===== config.mk =====
export PLATFORM = sky130hd
export DESIGN_NAME = hazard_stall_controller
export DESIGN_NICKNAME = d
export VERILOG_FILES = /design/src/rtl/hazard_stall_controller.sv
export SDC_FILE = /design/constraint.sdc
export NUM_CORES = 1
export LEC_CHECK = 0
export ABC_AREA = 1
export CAP_MARGIN = 20
export CORE_MARGIN = 2
export CORE_UTILIZATION = 44
export CTS_BUF_LIST = sky130_fd_sc_hd__clkbuf_4 sky130_fd_sc_hd__clkbuf_8 sky130_fd_sc_hd__clkbuf_16
export DETAILED_ROUTE_END_ITERATION = 6
export GPL_ROUTABILITY_DRIVEN = 1
export PLACE_DENSITY = 0.87
export SYNTH_ARGS = -nofsm -noshare
export SYNTH_HDL_FRONTEND = slang
export SYNTH_SLANG_ARGS = --single-unit
export TNS_END_PERCENT = 10

===== constraint.sdc =====
create_clock -name clk -period 2.1 [get_ports clk]
set_input_delay 0.42 -clock clk [delete_from_list [all_inputs] [get_ports clk]]
set_output_delay 0.42 -clock clk [all_outputs]
set_load 0.05 [all_outputs]

===== src/rtl/hazard_stall_controller.sv =====
// Hazard/sequencing controller: RAW stall, branch flush, vector-op issue hold, forwarding selects, stall counter.
// Optional macro FORWARDING_EN: enables execute-stage forwarding; undefined stalls on any execute/memory RAW.
module hazard_stall_controller #(
  parameter int VEC_LATENCY = 4,
  parameter int REG_ADDR_W  = 4,
  parameter int PERF_W      = 16
) (
  input  logic                  clk,
  input  logic                  reset,
  input  logic [REG_ADDR_W-1:0] rs1_decode,
  input  logic [REG_ADDR_W-1:0] rs2_decode,
  input  logic                  uses_rs1_decode,
  input  logic                  uses_rs2_decode,
  input  logic                  vector_op_decode,
  input  logic [REG_ADDR_W-1:0] rs1_execute,
  input  logic [REG_ADDR_W-1:0] rs2_execute,
  input  logic [REG_ADDR_W-1:0] rd_execute,
  input  logic                  wre_execute,
  input  logic                  load_execute,
  input  logic                  branch_taken_execute,
  input  logic [REG_ADDR_W-1:0] rd_memory,
  input  logic                  wre_memory,
  input  logic [REG_ADDR_W-1:0] rd_writeback,
  input  logic                  wre_writeback,
  output logic                  stall_fetch,
  output logic                  stall_decode,
  output logic                  nop_select,
  output logic                  flush_decode,
  output logic [1:0]            forward_a_sel,
  output logic [1:0]            forward_b_sel,
  output logic                  vec_busy,
  output logic [PERF_W-1:0]     stall_cycles
);

  typedef enum logic [0:0] {RUN = 1'b0, VEC_BUSY = 1'b1} state_t;

  localparam logic [3:0] VEC_CNT_INIT = 4'(VEC_LATENCY - 1);

  state_t            r_state, w_nextState;
  logic [3:0]        r_vecCnt, w_nextVecCnt;
  logic [PERF_W-1:0] r_stallCycles;
  logic              w_srcHitExecute, w_rawStall;
  logic              w_stallFetch, w_stallDecode, w_nopSelect, w_flushDecode, w_vecBusy;
  logic [1:0]        w_forwardA, w_forwardB;

  assign w_srcHitExecute = wre_execute &
                           ((uses_rs1_decode & (rs1_decode == rd_execute)) |
                            (uses_rs2_decode & (rs2_decode == rd_execute)));

`ifdef FORWARDING_EN
  assign w_rawStall = load_execute & w_srcHitExecute;

  // Memory stage holds the younger result, so it wins over writeback
  always_comb begin
    w_forwardA = 2'b00;
    w_forwardB = 2'b00;
    if (wre_memory && (rd_memory == rs1_execute))
      w_forwardA = 2'b10;
    else if (wre_writeback && (rd_writeback == rs1_execute))
      w_forwardA = 2'b01;
    if (wre_memory && (rd_memory == rs2_execute))
      w_forwardB = 2'b10;
    else if (wre_writeback && (rd_writeback == rs2_execute))
      w_forwardB = 2'b01;
  end
`else
  logic w_srcHitMemory;
  logic w_unusedFwd;

  // Write-first register file covers writeback, so only execute and memory stall
  assign w_srcHitMemory = wre_memory &
                          ((uses_rs1_decode & (rs1_decode == rd_memory)) |
                           (uses_rs2_decode & (rs2_decode == rd_memory)));
  assign w_rawStall  = w_srcHitExecute | w_srcHitMemory;
  assign w_forwardA  = 2'b00;
  assign w_forwardB  = 2'b00;
  assign w_unusedFwd = ^{rs1_execute, rs2_execute, rd_writeback, wre_writeback, load_execute};
`endif

  always_comb begin
    w_nextState   = r_state;
    w_nextVecCnt  = r_vecCnt;
    w_stallFetch  = 1'b0;
    w_stallDecode = 1'b0;
    w_nopSelect   = 1'b0;
    w_flushDecode = 1'b0;
    w_vecBusy     = 1'b0;
    case (r_state)
      RUN: begin
        if (branch_taken_execute) begin
          w_flushDecode = 1'b1;
          w_nopSelect   = 1'b1;
        end else if (w_rawStall) begin
          w_stallFetch  = 1'b1;
          w_stallDecode = 1'b1;
          w_nopSelect   = 1'b1;
        end else if (vector_op_decode) begin
          w_nextState  = VEC_BUSY;
          w_nextVecCnt = VEC_CNT_INIT;
        end
      end
      VEC_BUSY: begin
        w_stallFetch  = 1'b1;
        w_stallDecode = 1'b1;
        w_nopSelect   = 1'b1;
        w_vecBusy     = 1'b1;
        w_flushDecode = branch_taken_execute;
        w_nextVecCnt  = r_vecCnt - 4'd1;
        if (r_vecCnt == 4'd1)
          w_nextState = RUN;
      end
    endcase
    if (reset) begin
      w_stallFetch  = 1'b0;
      w_stallDecode = 1'b0;
      w_nopSelect   = 1'b0;
      w_flushDecode = 1'b0;
      w_vecBusy     = 1'b0;
    end
  end

  always_ff @(posedge clk) begin
    if (reset) begin
      r_state       <= RUN;
      r_vecCnt      <= 4'd0;
      r_stallCycles <= '0;
    end else begin
      r_state  <= w_nextState;
      r_vecCnt <= w_nextVecCnt;
      if (w_stallDecode && (r_stallCycles != '1))
        r_stallCycles <= r_stallCycles + 1'b1;
    end
  end

  assign stall_fetch   = w_stallFetch;
  assign stall_decode  = w_stallDecode;
  assign nop_select    = w_nopSelect;
  assign flush_decode  = w_flushDecode;
  assign vec_busy      = w_vecBusy;
  assign forward_a_sel = reset ? 2'b00 : w_forwardA;
  assign forward_b_sel = reset ? 2'b00 : w_forwardB;
  assign stall_cycles  = reset ? '0 : r_stallCycles;

endmodule


==> impl_metrics.csv, run 1 <==
group,metric,value,unit
run_status,status,"finished clean",
synthesis,synth_simple_gate_area_share,0.405,
timing,fin_crit_sh,0.944,
power_and_ir_drop,p_leak,1.08,nW
worst_setup_path,cp.depth,12,
route,drc,0,
clock_tree,cts.clk_slew.worst_paths,0.07,ns
worst_setup_path,rr_worst_depth,9,
worst_setup_path,crit_slowest_cell,"dlygate4sd2_1",
timing,fin_tns_setup,0,ns
route,drt-total-wl,4080,um
worst_setup_path,critPathCapture,"nop_select",
cells_and_area,fillCellCount,297,
global_routing,grt_pass1_wl,7000,um
power_and_ir_drop,ir_drop,0.388,mV
global_routing,grt_antenna_before_repair,0,
worst_setup_path,rrSetupSlack,0.19,ns
cells_and_area,drive_gt1_frac,0.187,
synthesis,synth_xor_xnor_area_share,0.0964,
timing,whs,0.479,ns
timing,skew,0.00135,ns
synthesis,synth.distinct_cells,30,
clock_tree,cts_made_buffers,3,
floorplanning,pin_count,63,
worst_setup_path,required,1.68,ns
synthesis,synth_ff_type,"dfxtp_1",
worst_setup_path,critPathCaptureType,"output port",
clock_tree,clk_latency,0.27,ns
global_routing,overflow,0,
power_and_ir_drop,p_per_area,396,mW/mm^2
place,io_buffers,44,
synthesis,avgSynthCellArea,6.19,sq um
worst_hold_path,hp-class,"flop to flop",
worst_setup_path,worstPathArrival,1.56,ns
synthesis,synthArstFlopShare,0,
worst_hold_path,worstHoldStart,"r_stallCycles[15]",
worst_setup_path,cpMostUsedCell,"nand2_1",
route,firstDrtPassIters,4,
synthesis,synth-adder-area-share,0.0230,
worst_setup_path,critPathBufInv,3,
timing,fmax,0.504,GHz
timing,rsz0062_at_grt,"false",
timing,timing.final.max_slew_violations,0,
floorplanning,die_w,65.0,um
place,place_congestion,0.864,
cells_and_area,instances_no_fill,363,
worst_setup_path,path_cells,"dlygate4sd2_1 -> inv_2 -> nand2_1 -> nand2_1 -> nor2_1 -> nand3_1 -> nand2_1 -> nand2_1 -> nand2_2 -> nor2_1 -> o21ai_2 -> buf_12",
cells_and_area,diodes,0,
synthesis,ys_seq_area_frac,0.257,
cells_and_area,area_delta_synth_final,47.6,%
worst_setup_path,reg2reg_from,"r_stallCycles[1]",
clock_tree,clockBufferDepth,2,
synthesis,synth_seq_cells,21,
synthesis,synth.area.mux_share,0,
synthesis,synth_enable_flop_cells,0,
synthesis,syn_area,0.00164,sq mm
job,cap_violations,0,
route,wl_per_cell,11.2,um
clock_tree,tritoncts,"built",
route,drtIter0Drc,98,
worst_setup_path,cp_slowest_stage_delay,0.23,ns
place,dp.cells,355,
worst_setup_path,cp-start-kind,"primary input",
global_routing,grt_max_degree,33,
cells_and_area,layout.nets,357,
clock_tree,cts_root_buf,"clkbuf_8",
worst_setup_path,timing.critical_path.fanout_max,3,
synthesis,synth_cells,264,
cells_and_area,final_util,0.669,
synthesis,yosysWarnings,0,
timing,finalHoldViolations,0,
clock_tree,h-tree-depth,1,
floorplanning,rows,22,
worst_setup_path,setup.worst_path.start,"rd_memory[0]",
worst_setup_path,r2r_end,"r_stallCycles[0]",
timing,setup_viol,0,
worst_setup_path,path_class,"primary input to output port",
clock_tree,cts.sinks,21,
floorplanning,fp.dieH,65.0,um
worst_setup_path,crit_family,"simple AND/OR/NAND/NOR gates",
route,vias,1752,
floorplanning,initial_core_util,0.454,
global_routing,first_global_vias,1610,
route,vias_per_cell,4.83,
floorplanning,core_area,0.00361,sq mm
global_routing,track_usage,0.209,
route,drtAntennaViolNets,0,
floorplanning,die_area,0.00422,sq mm
synthesis,synth_top_family_by_area,"simple AND/OR/NAND/NOR gates",
timing,fin_crit,1.98,ns
clock_tree,ctsHoldBuffers,0,
synthesis,synth-compound-area-share,0.0773,
place,hpwl,3040,um
## final cells by class
| class | instances | area [sq um] | share of cell area |
|---|---|---|---|
| sequential | 21 | 420 | 0.174 |
| multi-input combinational | 193 | 1020 | 0.422 |
| inverter | 41 | 154 | 0.0638 |
| tap | 48 | 60.1 | 0.0249 |
| clock buffer | 4 | 48.8 | 0.0202 |
| timing repair buffer | 56 | 712 | 0.295 |
## power breakdown
| part | total [W] | switching (W) | internal, W |
|---|---|---|---|
| registers | 0.000420 | 0.0000109 | 0.000409 |
| logic | 0.000252 | 0.000146 | 0.000106 |
| clock network | 0.000284 | 0.000136 | 0.000149 |
| total | 0.000956 | 0.000292 | 0.000664 |
## worst min path at each step
stage | end | slack [ns] | depth (start not counted)
finish | r_stallCycles[15] | 0.48 | 2
global route | r_stallCycles[15] | 0.50 | 2
CTS | r_stallCycles[15] | 0.48 | 2
detailed placement | r_stallCycles[15] | 0.47 | 2
global placement | r_stallCycles[15] | 0.45 | 2
floorplan | r_stallCycles[15] | 0.44 | 2
## synth_stat cells (2+ instances only)
cell	count	area, sq um
nand3_1	25	125
inv_1	40	150
nand2_1	68	255
buf_2	2	10.0
xnor2_1	4	35.0
nor2_1	37	139
dfxtp_1	21	420
ha_1	3	37.5
a21oi_1	18	90.1
xor2_1	14	123
nand4_1	3	18.8
o21ai_0	4	20.0
buf_4	5	37.5
nor4_1	2	12.5
clkbuf_1	3	11.3
## metrics by stage
step	setup slack (ns)	instance area (sq um)	power [W]
detailed placement	-0.231	2360	0.000690
floorplan	-0.165	1650	0.000578
global route	0.00302	2410	0.00101
finish	0.117	2410	0.000956
CTS	0.0398	2390	0.000961
global placement	-0.207	2360	0.000684
## metal layers
| metal | global-route usage | vias up | part of all wire |
|---|---|---|---|
| li1 | - | 911 | - |
| met1 | 0.249 | 789 | 0.42 |
| met2 | 0.370 | 44 | 0.51 |
| met3 | 0.0399 | 8 | 0.044 |
| met4 | 0.0798 | 0 | 0.024 |
| met5 | 0 | - | 0 |
## cell families (layout without fill, tap and decap cells)
family / after synthesis / in the layout
and+or+nand+nor: 144 / 144
AOI/OAI and AO/OA: 24 / 24
adders and majority gates: 3 / 3
DFF: 21 / 21
other: 1 / 4
xor gates and xnor gates: 18 / 18
buffers and inverters: 53 / 101
## cells in the final DEF (no fill, tap or decap), types with 7 or more instances in the layout
cell           synthesis  final
clkbuf_2               0      7
buf_4                  5     11
inv_1                 40     39
a21oi_1               18     18
dfxtp_1               21     21
nand3_1               25     25
buf_12                 0     22
dlygate4sd2_1          0      7
nand2_1               68     67
xor2_1                14     14
nor2_1                37     35
## worst register-to-register path, delay by kind of cell (launching register included)
| kind | cells | cell delay (ns) |
|---|---|---|
| compound gates | 1 | 0.07 |
| fa+ha+maj | 1 | 0.22 |
| buf+inv | 1 | 0.21 |
| flops | 1 | 0.38 |
| simple gates | 6 | 0.93 |
## state kept, by name, indices dropped and copies added (netlist names)
name and flops:
r_state 1, r_vecCnt 4, r_stallCycles 16
## what timing repair did
action,4_1_cts,5_1_grt
setup buffers,0,4
hold endpoints to repair,0,0
endpoints found under the setup margin,3,28
gates resized for setup,20,22
pin swaps,8,4
Power figures use the tool's default switching activity.
==> run 2: changes to the inputs <==
- SETUP_SLACK_MARGIN: unset -> 0.4
==> impl_metrics.csv, run 2 (synthesized netlist as in run 1, its figures left out) <==
group,metric,value,unit
run_status,status,"finished clean",
cells_and_area,layout.nets,360,
global_routing,grt_max_degree,23,
cells_and_area,mostFrequentLayoutCell,"nand2_1",
floorplanning,core_area,0.00361,sq mm
route,drtAntennaViolNets,0,
global_routing,overflow,0,
timing,fin_crit,1.88,ns
timing,setup_slack,0.222,ns
floorplanning,pin_count,63,
route,wl_per_cell,11.3,um
clock_tree,ctsHoldBuffers,0,
worst_setup_path,path_cells,"buf_2 -> inv_2 -> nand2_1 -> nand2_1 -> nor2_1 -> nand3_1 -> nand2_1 -> nand2_2 -> nand2_4 -> nor2_4 -> o21ai_2 -> buf_12",
global_routing,grt_pass1_wl,6810,um
power_and_ir_drop,intPower,0.000671,W
timing,rsz0062_at_grt,"true",
cells_and_area,final_cell_mix,"nand2_1 (62), buf_4 (31), inv_1 (29)",
worst_setup_path,worstPathArrival,1.46,ns
floorplanning,fp.dieH,65.0,um
clock_tree,h-tree-depth,1,
power_and_ir_drop,p_comb_frac,0.280,
floorplanning,rows,22,
route,vias_per_cell,4.83,
cells_and_area,drive_gt1_frac,0.333,
worst_setup_path,cpMostUsedCell,"nand2_1",
cells_and_area,diodes,0,
cells_and_area,reg.largest.list,"r_stallCycles: 16 flops, r_vecCnt: 4 flops, r_state: 1 flops",
cells_and_area,area_delta_synth_final,43.9,%
place,io_buffers,44,
power_and_ir_drop,switchingPower,0.000297,W
timing,skew,0.00205,ns
worst_setup_path,setup.worst_path.start,"rd_memory[3]",
worst_setup_path,rrSetupSlack,0.43,ns
worst_setup_path,timing.critical_path.fanout_max,2,
worst_setup_path,cp-start-kind,"primary input",
clock_tree,cts.sinks,21,
place,dpl_worst_slack,-0.182,ns
cells_and_area,largest_reg_flops,16,
power_and_ir_drop,p_total,0.000968,W
clock_tree,cts.clk_slew.worst_paths,0.08,ns
timing,timing.final.max_slew_violations,0,
route,drt-total-wl,4120,um
worst_setup_path,reg2reg_from,"r_stallCycles[0]",
floorplanning,die_area,0.00422,sq mm
power_and_ir_drop,ir_drop,0.375,mV
place,place_congestion,0.871,
global_routing,grt_antenna_before_repair,0,
timing,fmax,0.532,GHz
place,hpwl,2920,um
cells_and_area,fillCellCount,304,
power_and_ir_drop,clkPwrFrac,0.287,
cells_and_area,regMostFlops,"r_stallCycles",
clock_tree,clk_latency,0.26,ns
clock_tree,tritoncts,"built",
floorplanning,initial_core_util,0.454,
power_and_ir_drop,switching_share,0.307,
worst_setup_path,cp_slowest_stage_delay,0.16,ns
route,drc,0,
floorplanning,die_w,65.0,um
clock_tree,cts_made_buffers,3,
timing,finalHoldViolations,0,
power_and_ir_drop,p_leak,1.05,nW
worst_setup_path,required,1.68,ns
timing,fin_crit_sh,0.894,
worst_setup_path,crit_slowest_cell,"o21ai_2",
power_and_ir_drop,p_per_area,411,mW/mm^2
timing,setup_viol,0,
clock_tree,cts_root_buf,"clkbuf_8",
route,drtIter0Drc,95,
worst_hold_path,hp-class,"flop to flop",
job,cap_violations,0,
worst_setup_path,path_class,"primary input to output port",
global_routing,first_global_vias,1617,
worst_setup_path,critPathCaptureType,"output port",
global_routing,track_usage,0.202,
worst_setup_path,critPathBufInv,3,
cells_and_area,final_util,0.653,
power_and_ir_drop,p_seq_frac,0.433,
clock_tree,clockBufferDepth,2,
worst_hold_path,worstHoldStart,"r_stallCycles[15]",
route,firstDrtPassIters,4,
worst_setup_path,crit_family,"simple AND/OR/NAND/NOR gates",
route,vias,1767,
## run 2: power by group through the flow
stage	Clock (W)	Combinational [W]	Sequential, W
6_report	0.000278	0.000271	0.000420
5_1_grt	0.000303	0.000294	0.000421
4_1_cts	0.000284	0.000258	0.000420
3_5_place_dp	0	0.000251	0.000429
3_3_place_gp	0	0.000246	0.000429
2_1_floorplan	0	0.000163	0.000426
## run 2: layout make-up
class | instances | area [sq um] | share of cell area
Clock buffer | 4 | 48.8 | 0.0207
Inverter | 41 | 156 | 0.0665
Multi-Input combinational cell | 193 | 1120 | 0.477
Sequential cell | 21 | 428 | 0.182
Tap cell | 48 | 60.1 | 0.0255
Timing Repair Buffer | 59 | 538 | 0.229
## run 2: tightest hold or removal path: cells and delay by family, from the launching register on
kind | cells | cell delay, ns
compound gates | 1 | 0.05
flops | 1 | 0.32
simple gates | 1 | 0.06
## run 2: worst paths after layout
check,depth (start not counted),endpoint
worst max register to register,9,r_stallCycles[9]
worst max-delay path,12,nop_select
worst min register to register,2,r_stallCycles[15]
worst min-delay path,2,r_stallCycles[15]
## run 2: stage by stage
step	instance area [sq um]	TNS, ns	cells	hold slack [ns]
finish	2350	0	366	0.476
global route	2350	0	366	0.498
CTS	2250	0	361	0.471
detailed placement	2140	-2.41	352	0.461
global placement	2140	-2.12	352	0.449
floorplan	1710	0	267	0.439
## run 2: routing by layer
layer / share of wire / wire length [um] / vias up / track usage
li1: - / - / 917 / -
met1: 0.45 / 1850 / 804 / 0.249
met2: 0.50 / 2040 / 36 / 0.349
met3: 0.034 / 142 / 10 / 0.0382
met4: 0.022 / 89 / 0 / 0.0718
met5: 0 / 0 / - / 0
## run 2: what timing repair did
action                                  in CTS  in global routing
setup buffers                                5                  5
gates cloned                                 0                  0
pin swaps                                   32                 19
endpoints found under the setup margin      23                 24
resized for setup                          106                 16
==> run 3: changes to the inputs <==
- CORE_UTILIZATION: 44 -> 35
- PLACE_DENSITY: 0.87 -> 0.73
- TNS_END_PERCENT: 10 -> unset
- clock period: 2.1 -> 1.95 ns (I/O delays scaled with it)
==> impl_metrics.csv, run 3 (synthesized netlist as in run 1, its figures left out) <==
group,metric,value,unit
place,place_congestion,0.860,
floorplanning,die_w,72.4,um
cells_and_area,diodes,0,
global_routing,grtUsageMet2,0.314,
worst_setup_path,cp-start-kind,"primary input",
worst_setup_path,rrSetupSlack,0.16,ns
timing,whs,0.455,ns
power_and_ir_drop,p_per_area,362,mW/mm^2
floorplanning,pin_count,63,
worst_setup_path,path_cells,"buf_8 -> nand2_2 -> nand2_2 -> nor2_2 -> nand3_1 -> nand2_1 -> nand2_1 -> nand2_2 -> nor2_4 -> o21ai_4 -> buf_12",
clock_tree,cts_made_buffers,3,
timing,timing.final.max_slew_violations,0,
power_and_ir_drop,clkPwrFrac,0.261,
clock_tree,clk_latency,0.27,ns
job,cap_violations,0,
cells_and_area,regMostFlops,"r_stallCycles",
floorplanning,rows,24,
global_routing,first_global_vias,1771,
global_routing,grt.busiest_layer,"met2",
worst_setup_path,crit_family,"simple AND/OR/NAND/NOR gates",
global_routing,grt_antenna_before_repair,0,
timing,fin_tns_setup,0,ns
run_status,status,"finished clean",
power_and_ir_drop,intPower,0.000745,W
floorplanning,fp.dieH,72.4,um
timing,skew,0.0140,ns
power_and_ir_drop,p_seq_frac,0.405,
worst_setup_path,critPathBufInv,2,
worst_hold_path,hp-class,"primary input to flop",
power_and_ir_drop,p_total,0.00111,W
floorplanning,initial_core_util,0.370,
cells_and_area,final_area,0.00308,sq mm
route,wl_per_cell,14.2,um
place,placedInstanceArea,0.00254,sq mm
route,drt-total-wl,5330,um
power_and_ir_drop,p_leak,1.21,nW
floorplanning,core_area,0.00441,sq mm
global_routing,track_usage,0.184,
floorplanning,die_area,0.00524,sq mm
global_routing,grt_max_degree,17,
clock_tree,cts.sinks,21,
power_and_ir_drop,switching_share,0.332,
timing,rsz0062_at_grt,"true",
worst_setup_path,path_class,"primary input to output port",
cells_and_area,layout.nets,366,
worst_setup_path,required,1.56,ns
cells_and_area,area_delta_synth_final,88.1,%
route,drtIter0Drc,137,
route,drtAntennaViolNets,0,
global_routing,overflow,0,
worst_setup_path,worstPathArrival,1.40,ns
worst_setup_path,cp_slowest_stage_delay,0.15,ns
power_and_ir_drop,p_comb_frac,0.334,
cells_and_area,reg.largest.list,"r_stallCycles: 16 flops, r_vecCnt: 4 flops, r_state: 1 flops",
power_and_ir_drop,switchingPower,0.000370,W
cells_and_area,largest_reg_flops,16,
route,vias,1879,
place,dp.cells,359,
route,vias_per_cell,5.00,
clock_tree,tritoncts,"built",
timing,fin_crit,1.79,ns
timing,finalHoldViolations,0,
cells_and_area,final_cell_mix,"nand2_1 (42), inv_1 (26), buf_12 (26)",
worst_setup_path,timing.critical_path.fanout_max,4,
cells_and_area,mostFrequentLayoutCell,"nand2_1",
worst_setup_path,critPathCaptureType,"output port",
route,firstDrtPassIters,5,
clock_tree,cts_root_buf,"clkbuf_8",
global_routing,grt_pass1_wl,7720,um
power_and_ir_drop,ir_drop,0.464,mV
timing,fin_crit_sh,0.917,
clock_tree,clockBufferDepth,2,
place,hpwl,3200,um
global_routing,grtUsageMet1,0.228,
worst_setup_path,cpMostUsedCell,"nand2_2",
cells_and_area,instances_no_fill,376,
global_routing,globalRouteMet3Util,0.0431,
timing,setup_viol,0,
worst_setup_path,crit_slowest_cell,"o21ai_4",
clock_tree,h-tree-depth,1,
route,drc,0,
clock_tree,ctsHoldBuffers,0,
clock_tree,cts.clk_slew.worst_paths,0.09,ns
place,io_buffers,44,
cells_and_area,drive_gt1_frac,0.525,
timing,fmax,0.559,GHz
[run 3: cell count changes in the layout (fill, tap and decap cells not counted), sizes merged]
| cell | previous run | this run |
|---|---|---|
| nand2 | 70 | 71 |
| buf | 55 | 59 |
| clkinv | 0 | 1 |
[run 3: layout make-up]
class,instances,area (sq um)
well taps,52,65.1
inverters,41,181
clock inverters,1,5.00
multi-input cells,194,1420
clock buffers,3,41.3
repair buffers,64,927
fillers,298,1340
flip-flops and latches,21,433
[run 3: routing by layer]
layer / up-vias / routed length (um)
met5: - / 0
met4: 0 / 102
met3: 12 / 233
met2: 52 / 2860
met1: 877 / 2140
li1: 938 / -
[run 3: worst paths after layout]
path                                       start  depth (start not counted)                end
worst max-delay path               rd_execute[0]                         11         nop_select
worst min-delay path                       reset                          2  r_stallCycles[10]
worst max register to register  r_stallCycles[1]                         10   r_stallCycles[6]
worst min register to register  r_stallCycles[8]                          2   r_stallCycles[8]
[run 3: timing repair]
action | CTS | global route
pin swaps | 45 | 40
resized for setup | 127 | 63
endpoints found under the setup margin | 33 | 22
setup buffers | 9 | 1
cloned | 2 | 1
[run 3: power groups by stage]
stage | Clock [W] | Sequential (W) | Combinational (W)
after global placement | 0 | 0.000464 | 0.000301
after detailed placement | 0 | 0.000464 | 0.000305
final | 0.000291 | 0.000452 | 0.000372
after CTS | 0.000287 | 0.000451 | 0.000331
after global routing | 0.000320 | 0.000454 | 0.000395
after floorplan | 0 | 0.000461 | 0.000193
[run 3: metrics by stage]
| step | utilization | setup slack, ns |
|---|---|---|
| finish | 0.697 | 0.162 |
| global route | 0.697 | 0.0929 |
| floorplan | - | 0.236 |
| global placement | 0.577 | -0.367 |
| CTS | 0.641 | 0.148 |
| detailed placement | 0.577 | -0.374 |
==> RTL edit, RTL diff (settings of run 3) <==
The parameter `PERF_W` goes from 16 to 14.
--- a/src/rtl/hazard_stall_controller.sv
+++ b/src/rtl/hazard_stall_controller.sv
@@ -5,3 +5,3 @@
   parameter int REG_ADDR_W  = 4,
-  parameter int PERF_W      = 16
+  parameter int PERF_W      = 14
 ) (
Ports: changed (resized stall_cycles); port bits go from 63 to 61. No check against the original RTL was run, so the function may have changed too.
==> RTL edit against run 3 <==
  * Cell count fell by 3.5%
  * Die area fell by 6.5%
  * Combinational power fell by 2%
  * Final area fell by 11%
  * Synthesized area fell by 6.9%
  * Global-route usage fell by 0.12 points
  * Power fell by 3.5%
  * Critical path type unchanged
  * Via count fell by 7.2%
  * Synthesized cell count fell by 4.9%
  * Sequential power fell by 8.6%
  * Worst setup slack improved by 2.0 ps
  * Routed wire length fell by 14%
  * Sequential cell count fell by 2
==> RTL edit: results (changes against run 3) <==
Status - finished, final reports clean
Global Route Usage Sum - 18.2% (-0.12 points)
Syn_area_per_cell - 6.07 um2 (-2.1%)
Post-CTS Setup Bufs - 11 (+2)
Met1 GRT Util - 21.8% (-0.99 points)
Detail Placement HPWL - 2960 um (-7.4%)
VDD IR max - 0.000428 V (-7.8%)
Sequential share of the synthesized area - 25.0% (-0.73 points)
Synth area leaders - dfxtp_1 25%, nand2_1 16%, inv_1 9.4%, nor2_1 8.9%, nand3_1 7.6%
Metal2 WL - 2410 um (-16%)
Clk_skew - 1.32 ps (-12.7 ps)
Vias in the first global route - 1,562 (-12%)
Slowest stage cell, crit path - buf_12
Grt met3 use - 4.04% (-0.27 points)
Synth top cells by count - 65 x nand2_1, 38 x inv_1, 36 x nor2_1, 23 x nand3_1, 19 x dfxtp_1
IO Port Bufs - 42 (-4.5%)
Post-DP Area - 2320 um2 (-8.7%)
Routed len/inst - 12.6 um (-11%)
Largest regs - r_stallCycles (14), r_vecCnt (4), r_state (1)
Cts repair resizes - 110 (-13%)
Nets - 355 (-3.0%)
DR vias - 1,744 (-7.2%)
Leakage power - 1.12 nW (-7.0%)
Met2 Use GR - 31.9% (+0.46 points)
Ys Warns - 0 (unchanged)
Largest net degree at the start of global routing - 20 (+3)
Hold Path Class - in -> reg
Clk pin slew, worst setup/hold paths - 70 ps (-20 ps)
DRT iter0 DRCs - 92 (-33%)
Synth unique cells - 29 (-3.3%)
Share of layout cells above drive strength 1 - 44.4% (-8.1 points)
Global-route wire length before repair - 7200 um (-6.8%)
Placed instance count - 340 (-5.3%)
==> RTL edit: final timing paths <==
check	startpoint	to	slack (ps)	depth (start not counted)
setup reg to reg	r_stallCycles[5]	r_stallCycles[11]	310	10
hold reg to reg	r_stallCycles[8]	r_stallCycles[8]	490	2
setup / recovery	rs1_decode[1]	stall_decode	160	12
hold / removal	reset	r_vecCnt[3]	430	2
==> RTL edit: area by class of cell <==
class / count / area, um2
Multi-Input combinational cell: 183 / 1210
Tap cell: 50 / 62.6
Timing Repair Buffer: 66 / 886
Inverter: 41 / 159
Clock buffer: 4 / 48.8
Fill cell: 323 / 1340
Sequential cell: 19 / 387
==> RTL edit: kinds of logic after synthesis <==
kind of cell	synth area share, %
flip-flops	25.0
AND/OR/NAND/NOR	39.4
AO/OA/AOI/OAI	8.63
XOR/XNOR	9.20
buffers and inverters	15.1
other	0.246
adder cells (fa/ha/maj)	2.47
==> RTL edit: power breakdown <==
part	internal, mW	switching [mW]
combinational	0.170	0.192
sequential	0.400	0.0135
clock	0.160	0.140
